==> src/rtl/uart_pkg.sv <==
// Shared types and helpers for the UART transmit path.
package uart_pkg;

   localparam int unsigned UART_DATA_W = 8;

   typedef enum logic [1:0] {
      IDLE,
      START,
      WAIT_DONE
   } arb_state_e;

   function automatic int unsigned clog2(input int unsigned value);
      int unsigned res;
      int unsigned v;
      res = 0;
      v   = (value > 0) ? value - 1 : 0;
      while (v > 0) begin
         res = res + 1;
         v   = v >> 1;
      end
      return res;
   endfunction

endpackage

==> src/rtl/uart_tx_arbiter_if.sv <==
// Producer-side byte handshake plus the uart_tx start/busy pair, bundled for the arbiter.
interface uart_tx_arbiter_if #(
   parameter int unsigned NUM_REQ = 4
);
   import uart_pkg::*;

   localparam int unsigned IDX_W = clog2(NUM_REQ);

   logic [NUM_REQ-1:0]             req_valid;
   logic [UART_DATA_W*NUM_REQ-1:0] req_data;
   logic [NUM_REQ-1:0]             req_last;
   logic [NUM_REQ-1:0]             req_ready;
   logic [IDX_W-1:0]               grant_id;
   logic                           locked;
   logic                           tx_start;
   logic [UART_DATA_W-1:0]         tx_data;
   logic                           tx_busy;
   logic                           timeout_err;

   modport master (
      output req_valid, req_data, req_last, tx_busy,
      input  req_ready, grant_id, locked, tx_start, tx_data, timeout_err
   );

   modport slave (
      input  req_valid, req_data, req_last, tx_busy,
      output req_ready, grant_id, locked, tx_start, tx_data, timeout_err
   );

endinterface

==> src/rtl/uart_tx_arbiter_rr_picker.sv <==
// Combinational round-robin picker: first set request at or after ptr, wrapping modulo N.
module rr_picker #(
   parameter int unsigned N     = 4,
   parameter int unsigned IDX_W = 2
) (
   input  logic [N-1:0]     req,
   input  logic [IDX_W-1:0] ptr,
   output logic [N-1:0]     gnt,
   output logic [IDX_W-1:0] idx,
   output logic             gnt_valid
);

   int unsigned j;

   always_comb begin
      gnt       = '0;
      idx       = '0;
      gnt_valid = 1'b0;
      j         = 0;
      for (int unsigned k = 0; k < N; k++) begin
         j = (32'(ptr) + k) % N;
         if (!gnt_valid && req[j]) begin
            gnt_valid = 1'b1;
            gnt[j]    = 1'b1;
            idx       = IDX_W'(j);
         end
      end
   end

endmodule

==> src/rtl/uart_tx_arbiter.sv <==
// Round-robin arbiter sharing one uart_tx between NUM_REQ byte producers,
// holding the grant for the length of a multi-byte message.
module uart_tx_arbiter
   import uart_pkg::*;
#(
   parameter int unsigned NUM_REQ      = 4,
   parameter int unsigned BUSY_TIMEOUT = 1024
) (
   input  logic             clk,
   input  logic             rst,
   uart_tx_arbiter_if.slave bus
);

   localparam int unsigned      IDX_W    = clog2(NUM_REQ);
   localparam int unsigned      CNT_W    = clog2(BUSY_TIMEOUT + 1);
   localparam logic [CNT_W-1:0] CNT_LAST = CNT_W'(BUSY_TIMEOUT - 1);

   arb_state_e             state_q, state_d;
   logic [IDX_W-1:0]       rr_ptr_q, rr_ptr_d;
   logic [IDX_W-1:0]       grant_id_q, grant_id_d;
   logic                   locked_q, locked_d;
   logic                   timeout_err_q, timeout_err_d;
   logic [UART_DATA_W-1:0] tx_data_q, tx_data_d;
   logic [CNT_W-1:0]       cnt_q, cnt_d;

   logic [NUM_REQ-1:0]     pick_gnt;
   logic [IDX_W-1:0]       pick_idx;
   logic                   pick_valid;
   logic [NUM_REQ-1:0]     ready_c;
   logic [IDX_W-1:0]       win_idx;
   logic                   win;

   function automatic logic [IDX_W-1:0] next_idx(input logic [IDX_W-1:0] i);
      return (32'(i) == NUM_REQ - 1) ? '0 : i + 1'b1;
   endfunction

   rr_picker #(
      .N     (NUM_REQ),
      .IDX_W (IDX_W)
   ) u_picker (
      .req       (bus.req_valid),
      .ptr       (rr_ptr_q),
      .gnt       (pick_gnt),
      .idx       (pick_idx),
      .gnt_valid (pick_valid)
   );

   always_comb begin
      state_d       = state_q;
      rr_ptr_d      = rr_ptr_q;
      grant_id_d    = grant_id_q;
      locked_d      = locked_q;
      tx_data_d     = tx_data_q;
      cnt_d         = '0;
      timeout_err_d = 1'b0;
      ready_c       = '0;
      win           = 1'b0;
      win_idx       = grant_id_q;

      unique case (state_q)
         IDLE: begin
            // Never grant over a running frame, including one left over from a reset.
            if (!bus.tx_busy) begin
               if (locked_q) begin
                  win                 = bus.req_valid[grant_id_q];
                  ready_c[grant_id_q] = win;
               end else begin
                  win     = pick_valid;
                  win_idx = pick_idx;
                  ready_c = pick_gnt;
               end
            end
            if (win) begin
               tx_data_d  = bus.req_data[UART_DATA_W*win_idx +: UART_DATA_W];
               grant_id_d = win_idx;
               state_d    = START;
               if (bus.req_last[win_idx]) begin
                  locked_d = 1'b0;
                  rr_ptr_d = next_idx(win_idx);
               end else begin
                  locked_d = 1'b1;
               end
            end
         end

         START: begin
            // Busy is checked first so it wins over an expiry in the same cycle.
            if (bus.tx_busy) begin
               state_d = WAIT_DONE;
            end else if (cnt_q == CNT_LAST) begin
               timeout_err_d = 1'b1;
               locked_d      = 1'b0;
               rr_ptr_d      = next_idx(grant_id_q);
               state_d       = IDLE;
            end else begin
               cnt_d = cnt_q + 1'b1;
            end
         end

         WAIT_DONE: begin
            if (!bus.tx_busy) begin
               state_d = IDLE;
            end
         end

         default: state_d = IDLE;
      endcase
   end

   always_ff @(posedge clk) begin
      if (rst) begin
         state_q       <= IDLE;
         rr_ptr_q      <= '0;
         grant_id_q    <= '0;
         locked_q      <= 1'b0;
         timeout_err_q <= 1'b0;
         tx_data_q     <= '0;
         cnt_q         <= '0;
      end else begin
         state_q       <= state_d;
         rr_ptr_q      <= rr_ptr_d;
         grant_id_q    <= grant_id_d;
         locked_q      <= locked_d;
         timeout_err_q <= timeout_err_d;
         tx_data_q     <= tx_data_d;
         cnt_q         <= cnt_d;
      end
   end

   assign bus.req_ready   = rst ? '0 : ready_c;
   assign bus.grant_id    = grant_id_q;
   assign bus.locked      = locked_q;
   assign bus.tx_start    = (state_q == START);
   assign bus.tx_data     = tx_data_q;
   assign bus.timeout_err = timeout_err_q;

endmodule

==> src/flat_wrapper.sv <==
// flat-port wrapper written by rule: the top's interface ports become plain ports
module uart_tx_arbiter_flat import uart_pkg::*;
#(
   parameter int unsigned NUM_REQ      = 4,
   parameter int unsigned BUSY_TIMEOUT = 1024
)
  (clk, rst, bus_req_valid, bus_req_data, bus_req_last, bus_tx_busy, bus_req_ready, bus_grant_id, bus_locked, bus_tx_start, bus_tx_data, bus_timeout_err);
  uart_tx_arbiter_if #(.NUM_REQ(NUM_REQ)) bus_i ();
  input  logic clk;
  input  logic rst;
  input wire logic [$bits(bus_i.req_valid)-1:0] bus_req_valid;
  input wire logic [$bits(bus_i.req_data)-1:0] bus_req_data;
  input wire logic [$bits(bus_i.req_last)-1:0] bus_req_last;
  input wire logic [$bits(bus_i.tx_busy)-1:0] bus_tx_busy;
  output wire logic [$bits(bus_i.req_ready)-1:0] bus_req_ready;
  output wire logic [$bits(bus_i.grant_id)-1:0] bus_grant_id;
  output wire logic [$bits(bus_i.locked)-1:0] bus_locked;
  output wire logic [$bits(bus_i.tx_start)-1:0] bus_tx_start;
  output wire logic [$bits(bus_i.tx_data)-1:0] bus_tx_data;
  output wire logic [$bits(bus_i.timeout_err)-1:0] bus_timeout_err;
  assign bus_i.req_valid = bus_req_valid;
  assign bus_i.req_data = bus_req_data;
  assign bus_i.req_last = bus_req_last;
  assign bus_i.tx_busy = bus_tx_busy;
  assign bus_req_ready = bus_i.req_ready;
  assign bus_grant_id = bus_i.grant_id;
  assign bus_locked = bus_i.locked;
  assign bus_tx_start = bus_i.tx_start;
  assign bus_tx_data = bus_i.tx_data;
  assign bus_timeout_err = bus_i.timeout_err;
  uart_tx_arbiter #(.NUM_REQ(NUM_REQ), .BUSY_TIMEOUT(BUSY_TIMEOUT)) u_core (.clk(clk), .rst(rst), .bus(bus_i));
endmodule
==> config.mk <==
export PLATFORM = sky130hd
export DESIGN_NAME = uart_tx_arbiter_flat
export DESIGN_NICKNAME = d
export VERILOG_FILES = /design/src/rtl/uart_pkg.sv /design/src/rtl/uart_tx_arbiter_if.sv /design/src/rtl/uart_tx_arbiter_rr_picker.sv /design/src/rtl/uart_tx_arbiter.sv /design/src/flat_wrapper.sv
export SDC_FILE = /design/constraint.sdc
export NUM_CORES = 1
export LEC_CHECK = 0
export CAP_MARGIN = 0
export CORE_MARGIN = 2
export CORE_UTILIZATION = 50
export CTS_BUF_LIST = sky130_fd_sc_hd__clkbuf_8
export DETAILED_ROUTE_END_ITERATION = 8
export GPL_TIMING_DRIVEN = 0
export PLACE_DENSITY = 0.83
export SYNTH_ARGS = -nofsm -noshare
export SYNTH_HDL_FRONTEND = slang
export SYNTH_SLANG_ARGS = --single-unit
==> constraint.sdc <==
create_clock -name clk -period 4.4 [get_ports clk]
set_input_delay 0.88 -clock clk [delete_from_list [all_inputs] [get_ports clk]]
set_output_delay 0.88 -clock clk [all_outputs]
set_load 0.1 [all_outputs]
==> results.py, run 1 <==
metrics = {
    "run_status": {
        "status": "completed",
    },
    "finish": {
        "area_growth_syn_to_layout_pct": 35.9,
        "drive_gt1_share_pct": 15.7,
        "fin_nets": 362,
        "fin_area_mm2": 0.00287,
        "fillers": 333,
        "diodes": 0,
        "utilization_pct": 71.2,
    },
    "sta": {
        "tightest_slew_ps": 1010,
        "clock_skew_ps": 2.81,
        "min_period_ps": 4240,
        "rsz0062_at_grt": "no",
        "tns_ps": 0,
        "setup_viol": 0,
        "maxSlewViolCount": 0,
        "fin_ws_ps": 163,
        "slew_headroom_pct": 32.3,
        "hold_violations": 0,
        "fmax_mhz": 236,
        "timing.final.crit_share_pct": 96.3,
    },
    "detailed_routing": {
        "drt_wl_total_um": 5260,
        "dr.pass1.iters": 4,
        "vias_per_cell": 5.69,
        "wl_per_cell_um": 14.8,
        "drtIter0Drc": 78,
        "routed-via-count": 2021,
        "drc_errors": 0,
        "detail-route-antenna-nets": 0,
    },
    "yosys": {
        "syn_nets": 299,
        "seq_area_frac_synth_pct": 25.6,
        "yosysMostFrequentCell": "dfxtp_1",
        "synth-main-ff-cell": "dfxtp_1",
        "synthTopCellsByCount": "27 x dfxtp_1, 25 x nor2_1, 20 x nand2_1",
        "yosysTopAreaCell": "dfxtp_1",
        "synthArstFlopShare_pct": 0,
        "synth.distinct_cells": 49,
        "syn_avg_cell_area_um2": 8.68,
        "synth_edf_count": 0,
        "yosysWarnings": 0,
        "synthCells": 243,
        "synth_area_mm2": 0.00211,
        "ys_ff_latch": 27,
        "synth_top_area_share_pct": 25.6,
        "synth.area.top_cells": "dfxtp_1 26%, ha_1 7.7%, mux2_2 6.9%",
    },
    "critical_path": {
        "cp.required_ps": 3520,
        "crit_path_end_kind": "output port",
        "path_class": "primary input to output port",
        "crit_fanout": 10,
        "critPathArrivalTime_ps": 3360,
        "cp-start-kind": "primary input",
    },
    "place": {
        "placed_area_mm2": 0.00282,
        "port_buffers": 58,
        "gp_congestion": 0.854,
        "post-dp-hpwl_um": 4020,
        "pre_cts_ws_ps": -659,
    },
    "clock_tree": {
        "cts_hold_buffers": 0,
        "clockRootBuffer": "clkbuf_8",
        "clkTransAtPathRegs_ps": 90,
        "cts_tree": "yes",
        "cts_made_buffers": 3,
        "clkSinkCount": 27,
        "clk_latency_ps": 270,
        "h-tree-depth": 1,
        "cts_buffer_depth": 2,
    },
    "power_and_ir_drop": {
        "vdd_ir_drop_max_uv": 290,
        "power_w": 0.00125,
        "powerDensity_mw_per_mm2": 437,
        "p_leak_nw": 1.07,
    },
    "min_path": {
        "min_path_type": "register to register",
    },
    "global_route": {
        "antenna_found_initial": 0,
        "grt_max_degree": 17,
        "grt_pass1_vias": 1894,
        "overflow": 0,
        "track_usage_pct": 22.4,
        "grt_first_pass_wirelength_um": 8260,
    },
    "job": {
        "drv_cap": 0,
    },
    "floorplanning": {
        "pin_count": 60,
        "die_y_um": 69.0,
        "core_area_mm2": 0.00403,
        "dieArea_mm2": 0.00475,
        "rows": 23,
        "start_util_pct": 52.4,
        "die_w_um": 69.0,
    },
}
-- repair_timing --
action                                  4_1_cts  5_1_grt
gates resized for setup                      24        2
pin swaps                                     0        0
setup buffers                                 0        0
endpoints found under the setup margin        4        4
gates cloned                                  0        0
-- report_power, final --
group          leakage (nW)  internal (W)  switching (W)
Clock                0.0217     0.0000643      0.0000787
Combinational         0.828      0.000304       0.000500
Sequential            0.220      0.000274      0.0000329
Total                  1.07      0.000642       0.000611
-- metrics by stage --
step / hold slack, ps / std cells
after global routing: 467 / 355
after floorplan: 407 / 243
after detailed placement: 435 / 351
after CTS: 453 / 355
final: 452 / 355
after global placement: 417 / 351
-- per-layer routing --
layer / GRT usage (%) / vias up / routed length (um) / part of all wire (%)
li1: - / 1017 / - / -
met1: 29.1 / 947 / 2400 / 46
met4: 4.17 / 0 / 68 / 1.3
met5: 0 / - / 0 / 0
met2: 38.6 / 50 / 2590 / 49
met3: 4.71 / 7 / 202 / 3.8
-- critical path, stage by stage --
cell	delay, ps
clkdlybuf4s50_1	440
buf_2	190
mux4_1	550
nor3_2	290
nor2b_1	290
nand2_1	130
a311oi_4	260
buf_4	330
-- cell usage in the layout (no fill, tap or decap), types with 3 or more instances in the layout --
cell type,count
nor3_1,4
clkbuf_1,7
nor2b_1,5
mux2_2,13
xor2_1,3
a31oi_1,3
inv_1,8
clkdlybuf4s50_1,54
nand3_1,11
mux2i_1,13
nor2_1,25
buf_2,5
mux4_2,3
a311oi_4,4
buf_4,7
a222oi_1,4
and3_1,6
ha_1,13
clkbuf_8,3
nand2_1,20
a21oi_1,10
dfxtp_1,26
o21ai_0,4
o211ai_1,11
xnor2_1,6
or3_1,4
-- state kept, by name, indices dropped and copies added, names as in the netlist --
name	flops
u_core.rr_ptr_q	2
u_core.bus.timeout_err	1
u_core.state_q	2
u_core.bus.tx_data	8
u_core.bus.locked	1
u_core.cnt_q	11
u_core.bus.grant_id	2
-- layout make-up --
| type | instances | area (um^2) | area share [%] |
|---|---|---|---|
| buffer | 18 | 95.1 | 3.32 |
| clock buffer | 3 | 41.3 | 1.44 |
| clock inverter | 1 | 7.51 | 0.262 |
| inverter | 9 | 33.8 | 1.18 |
| multi-input combinational | 189 | 1520 | 52.8 |
| sequential | 27 | 542 | 18.9 |
| tap | 50 | 62.6 | 2.18 |
| timing repair buffer | 58 | 571 | 19.9 |
-- cell families (layout without fill, tap and decap cells) --
kind of cell,count (synthesis),in the layout,share of synthesized area (%)
AO/OA/AOI/OAI,48,48,17.5
flip-flops,27,27,25.6
XOR/XNOR,9,9,3.74
AND/OR/NAND/NOR,87,87,20.3
multiplexers,32,32,19.0
buffers and inverters,27,89,6.11
adder cells (fa/ha/maj),13,13,7.71
-- worst paths after layout --
kind | from | to | slack, ps | cells past startpoint
worst max-delay path | bus_req_valid[3] | bus_req_ready[2] | 160 | 8
worst min-delay path | u_core.cnt_q[10] | u_core.cnt_q[10] | 450 | 2
worst max register to register | u_core.rr_ptr_q[1] | u_core.rr_ptr_q[1] | 1080 | 12
worst min register to register | u_core.cnt_q[10] | u_core.cnt_q[10] | 450 | 2
Note: power is estimated with default switching activity, not from simulation.
==> run 2: changes to the inputs <==
--- a/config.mk
+++ b/config.mk
@@ -6,6 +6,7 @@
 export NUM_CORES = 1
 export LEC_CHECK = 0
 export CAP_MARGIN = 0
+export CORE_ASPECT_RATIO = 1.25
 export CORE_MARGIN = 2
 export CORE_UTILIZATION = 50
 export CTS_BUF_LIST = sky130_fd_sc_hd__clkbuf_8
==> constraint.sdc (replaced) <==
create_clock -name clk -period 4 [get_ports clk]
set_input_delay 0.8 -clock clk [delete_from_list [all_inputs] [get_ports clk]]
set_output_delay 0.8 -clock clk [all_outputs]
set_load 0.1 [all_outputs]
==> results.py, run 2 (synthesis results as in run 1) <==
metrics = {
    "detailed_routing": {
        "drtIter0Drc": 95,
        "dr.pass1.iters": 4,
        "wl_per_cell_um": 14.7,
        "drt_wl_total_um": 5340,
        "routed-via-count": 2068,
        "detail-route-antenna-nets": 0,
        "drc_errors": 0,
        "vias_per_cell": 5.71,
    },
    "global_route": {
        "antenna_found_initial": 0,
        "grt_first_pass_wirelength_um": 8890,
        "track_usage_pct": 23.7,
        "grt_pass1_vias": 1974,
        "overflow": 0,
        "grt_max_degree": 17,
    },
    "critical_path": {
        "crit_path_end_kind": "output port",
        "ff2ff_path_depth": 14,
        "r2r-start": "u_core.rr_ptr_q[0]",
        "reg2reg_to": "u_core.bus.tx_data[3]",
        "cp.required_ps": 3200,
        "crit_fanout": 10,
        "r2r_setup_slack_ps": 650,
        "cp-start-kind": "primary input",
        "critPathArrivalTime_ps": 3110,
        "path_class": "primary input to output port",
    },
    "sta": {
        "hold_ws_ps": 458,
        "min_period_ps": 3910,
        "maxSlewViolCount": 0,
        "tns_ps": 0,
        "fmax_mhz": 256,
        "tightest_slew_ps": 985,
        "fin_ws_ps": 88.1,
        "setup_viol": 0,
        "hold_violations": 0,
        "rsz0062_at_grt": "no",
        "slew_headroom_pct": 34.1,
        "timing.final.crit_share_pct": 97.8,
        "clock_skew_ps": 1.17,
    },
    "place": {
        "port_buffers": 58,
        "pre_cts_ws_ps": -967,
        "post-dp-hpwl_um": 4080,
        "gp_congestion": 0.912,
    },
    "floorplanning": {
        "die_w_um": 62.1,
        "rows": 26,
        "core_area_mm2": 0.00407,
        "pin_count": 60,
        "dieArea_mm2": 0.00476,
        "start_util_pct": 51.9,
        "die_y_um": 76.6,
    },
    "min_path": {
        "hold_path_end": "u_core.bus.tx_data[1]",
        "min_path_type": "register to register",
        "hold_path_depth": 2,
        "worstHoldStart": "u_core.bus.tx_data[1]",
    },
    "clock_tree": {
        "cts_hold_buffers": 0,
        "cts_buffer_depth": 2,
        "cts_tree": "yes",
        "clkSinkCount": 27,
        "cts_made_buffers": 3,
        "h-tree-depth": 1,
        "clockRootBuffer": "clkbuf_8",
        "clk_latency_ps": 270,
        "clkTransAtPathRegs_ps": 90,
    },
    "finish": {
        "multiInputGateArea_mm2": 0.00153,
        "largest_register_ffs": 11,
        "seqCellArea_um2": 546,
        "fillers": 314,
        "area_growth_syn_to_layout_pct": 39.9,
        "final_common_cell": "clkdlybuf4s50_1",
        "diodes": 0,
        "fin_nets": 363,
        "layout_common_cells": "54 x clkdlybuf4s50_1, 25 x nor2_1, 25 x dfxtp_1, 20 x nand2_1",
        "drive_gt1_share_pct": 16.7,
        "regMostFlops": "u_core.cnt_q",
    },
    "power_and_ir_drop": {
        "powerDensity_mw_per_mm2": 480,
        "p_leak_nw": 1.09,
        "vdd_ir_drop_max_uv": 296,
        "power_w": 0.00142,
    },
    "job": {
        "drv_cap": 0,
    },
    "run_status": {
        "status": "completed",
    },
}
[run 2: changes by cell type in the layout (fill, tap and decap cells not counted), sizes merged]
cell,change
buf,-1
clkbuf,+2
[run 2: per-stage QoR]
stage                     util [%]  area, um^2  instances
after floorplan                  -        2180        243
after CTS                     71.4        2900        361
after global routing          72.6        2950        362
after global placement        69.6        2830        357
after detailed placement      69.6        2830        357
final                         72.6        2950        362
[run 2: power breakdown]
group          switching (W)  total (W)  internal (W)
clock              0.0000865   0.000157     0.0000707
sequential         0.0000377   0.000340      0.000303
combinational       0.000561   0.000920      0.000358
[run 2: critical path, cell delays in order]
cell and delay, ps:
clkdlybuf4s50_1 410, clkbuf_2 190, mux4_2 560, nor3b_2 360, a222oi_1 190, a311oi_4 380
buf_12 220
[run 2: layer usage]
metal	share of wire, %	vias up	global-route usage, %	routed length [um]
li1	-	1022	-	-
met1	41	966	31.3	2210
met2	52	78	39.8	2780
met3	6.1	2	4.92	324
met4	0.30	0	3.19	16
met5	0	-	0	0
[run 2: worst max-delay path by stage]
stage                     depth (start not counted)                to  slack [ps]          startpoint
after floorplan                                   8  bus_req_ready[0]          50  u_core.rr_ptr_q[0]
after global placement                            8  bus_req_ready[0]        -910    bus_req_valid[3]
after detailed placement                          8  bus_req_ready[2]        -970    bus_req_valid[3]
after CTS                                        10  bus_req_ready[2]           3  u_core.rr_ptr_q[1]
after global routing                              9  bus_req_ready[1]          10  u_core.rr_ptr_q[0]
final                                             7  bus_req_ready[1]          90    bus_req_valid[1]
[run 2: area by class of cell]
type | count | share of cell area [%]
multi-input cells | 189 | 51.8
repair buffers | 59 | 21.1
flip-flops and latches | 27 | 18.5
plain buffers | 18 | 3.39
well taps | 56 | 2.37
clock buffers | 3 | 1.40
inverters | 9 | 1.15
clock inverters | 1 | 0.254
[run 2: repair_timing]
| item | 4_1_cts | 5_1_grt |
|---|---|---|
| pin swaps | 0 | 1 |
| setup buffers | 0 | 1 |
| endpoints found under the setup margin | 4 | 4 |
| resized for setup | 33 | 11 |
==> run 3: changes to the inputs <==
==> constraint.sdc (replaced) <==
create_clock -name clk -period 3.9 [get_ports clk]
set_input_delay 0.78 -clock clk [delete_from_list [all_inputs] [get_ports clk]]
set_output_delay 0.78 -clock clk [all_outputs]
set_load 0.1 [all_outputs]
==> results.py, run 3 (synthesis results as in run 1) <==
metrics = {
    "detailed_routing": {
        "wl_per_cell_um": 14.9,
        "drtIter0Drc": 93,
        "detail-route-antenna-nets": 0,
        "drt_wl_total_um": 5560,
        "routed-via-count": 2073,
        "drc_errors": 0,
        "dr.pass1.iters": 5,
        "vias_per_cell": 5.56,
    },
    "critical_path": {
        "crit_path_end_kind": "output port",
        "cp.required_ps": 3120,
        "crit_fanout": 10,
        "path_class": "primary input to output port",
        "r2r-start": "u_core.rr_ptr_q[0]",
        "cp_slowest_stage_delay_ps": 590,
        "reg2reg_to": "u_core.bus.tx_data[0]",
        "cp-start-kind": "primary input",
        "ff2ff_path_depth": 15,
        "crit_chain": "clkdlybuf4s50_1 > buf_6 > mux4_2 > nor2b_4 > a222oi_1 > a311oi_4 > buf_12",
        "r2r_setup_slack_ps": 490,
        "critPathArrivalTime_ps": 3090,
        "cp_slowest_cell": "a222oi_1",
    },
    "sta": {
        "tns_ps": 0,
        "tightest_slew_ps": 992,
        "maxSlewViolCount": 0,
        "fmax_mhz": 258,
        "hold_ws_ps": 440,
        "min_period_ps": 3870,
        "fin_ws_ps": 28.5,
        "hold_violations": 0,
        "setup_viol": 0,
        "slew_headroom_pct": 33.7,
        "timing.final.crit_share_pct": 99.3,
        "clock_skew_ps": 1.79,
    },
    "min_path": {
        "hold_path_depth": 2,
        "min_path_type": "register to register",
        "hold_path_end": "u_core.cnt_q[10]",
        "worstHoldStart": "u_core.cnt_q[10]",
    },
    "global_route": {
        "antenna_found_initial": 0,
        "overflow": 0,
        "grt_first_pass_wirelength_um": 8840,
        "track_usage_pct": 23.8,
        "grt_pass1_vias": 1926,
        "grt_max_degree": 15,
    },
    "place": {
        "post-dp-hpwl_um": 3870,
        "port_buffers": 58,
        "gp_congestion": 0.809,
        "pre_cts_ws_ps": -972,
    },
    "clock_tree": {
        "clk_latency_ps": 270,
        "clkTransAtPathRegs_ps": 90,
        "cts_tree": "yes",
        "clockRootBuffer": "clkbuf_8",
        "clkSinkCount": 27,
        "h-tree-depth": 1,
        "cts_buffer_depth": 2,
        "cts_made_buffers": 3,
    },
    "finish": {
        "fillers": 298,
        "utilization_pct": 74.7,
        "layout_common_cells": "54 x clkdlybuf4s50_1, 25 x nor2_1, 25 x dfxtp_1, 19 x nand2_1, 16 x buf_4",
        "drive_gt1_share_pct": 20.8,
        "fin_nets": 374,
        "area_growth_syn_to_layout_pct": 44.0,
        "largest_register_ffs": 11,
        "diodes": 0,
        "final_common_cell": "clkdlybuf4s50_1",
        "regMostFlops": "u_core.cnt_q",
    },
    "floorplanning": {
        "die_w_um": 62.1,
        "die_y_um": 76.6,
        "core_area_mm2": 0.00407,
        "rows": 26,
        "pin_count": 60,
        "start_util_pct": 51.9,
        "dieArea_mm2": 0.00476,
    },
    "power_and_ir_drop": {
        "power_w": 0.00152,
        "powerDensity_mw_per_mm2": 499,
        "vdd_ir_drop_max_uv": 255,
        "p_leak_nw": 1.15,
    },
    "job": {
        "drv_cap": 0,
    },
    "run_status": {
        "status": "completed",
    },
}
-- run 3: through the flow --
step                      cell area (um^2)  instances
final                                 3040        373
after global routing                  3040        373
after CTS                             2920        362
after detailed placement              2830        357
after global placement                2830        357
after floorplan                       2180        243
-- run 3: repair_timing --
item / 4_1_cts / 5_1_grt
endpoints found under the hold margin: 0 / 0
buffers inserted: 1 / 11
resized for setup: 36 / 14
hold buffers: 0 / 0
endpoints found under the setup margin: 4 / 4
pin swaps: 0 / 3
-- run 3: cell type report --
type	count	area (um^2)	area share, %
clock buffers	3	41.3	1.36
clock inverters	1	3.75	0.124
plain buffers	18	106	3.50
well taps	56	70.1	2.31
multi-input cells	189	1540	50.6
repair buffers	70	693	22.8
inverters	9	41.3	1.36
flip-flops and latches	27	546	18.0
-- run 3: metal layers --
layer	routed length (um)	vias up	GRT usage (%)
met2	2890	73	37.7
met4	16	0	4.47
li1	-	1037	-
met3	367	2	4.92
met1	2290	961	32.9
met5	0	-	0
-- run 3: worst max path at each step --
stage	from	endpoint	slack (ps)	depth (start not counted)
after floorplan	u_core.rr_ptr_q[0]	bus_req_ready[0]	70	9
after detailed placement	bus_req_valid[3]	bus_req_ready[0]	-970	8
final	bus_req_valid[1]	bus_req_ready[1]	30	7
after CTS	bus_req_valid[3]	bus_req_ready[0]	30	8
after global routing	u_core.rr_ptr_q[0]	bus_req_ready[0]	-20	10
after global placement	bus_req_valid[3]	bus_req_ready[0]	-960	8
-- run 3: power breakdown --
group,total (W),internal [W],switching [W],leakage [nW]
combinational,0.00102,0.000410,0.000605,0.900
clock,0.000156,0.0000705,0.0000853,0.0269
sequential,0.000345,0.000310,0.0000346,0.221
total,0.00152,0.000791,0.000725,1.15
-- run 3: worst max-delay path, delay by kind of cell --
| family | cells | cell delay (ps) |
|---|---|---|
| compound gates | 2 | 800 |
| mux | 1 | 540 |
| buf+inv | 3 | 790 |
| simple gates | 1 | 170 |
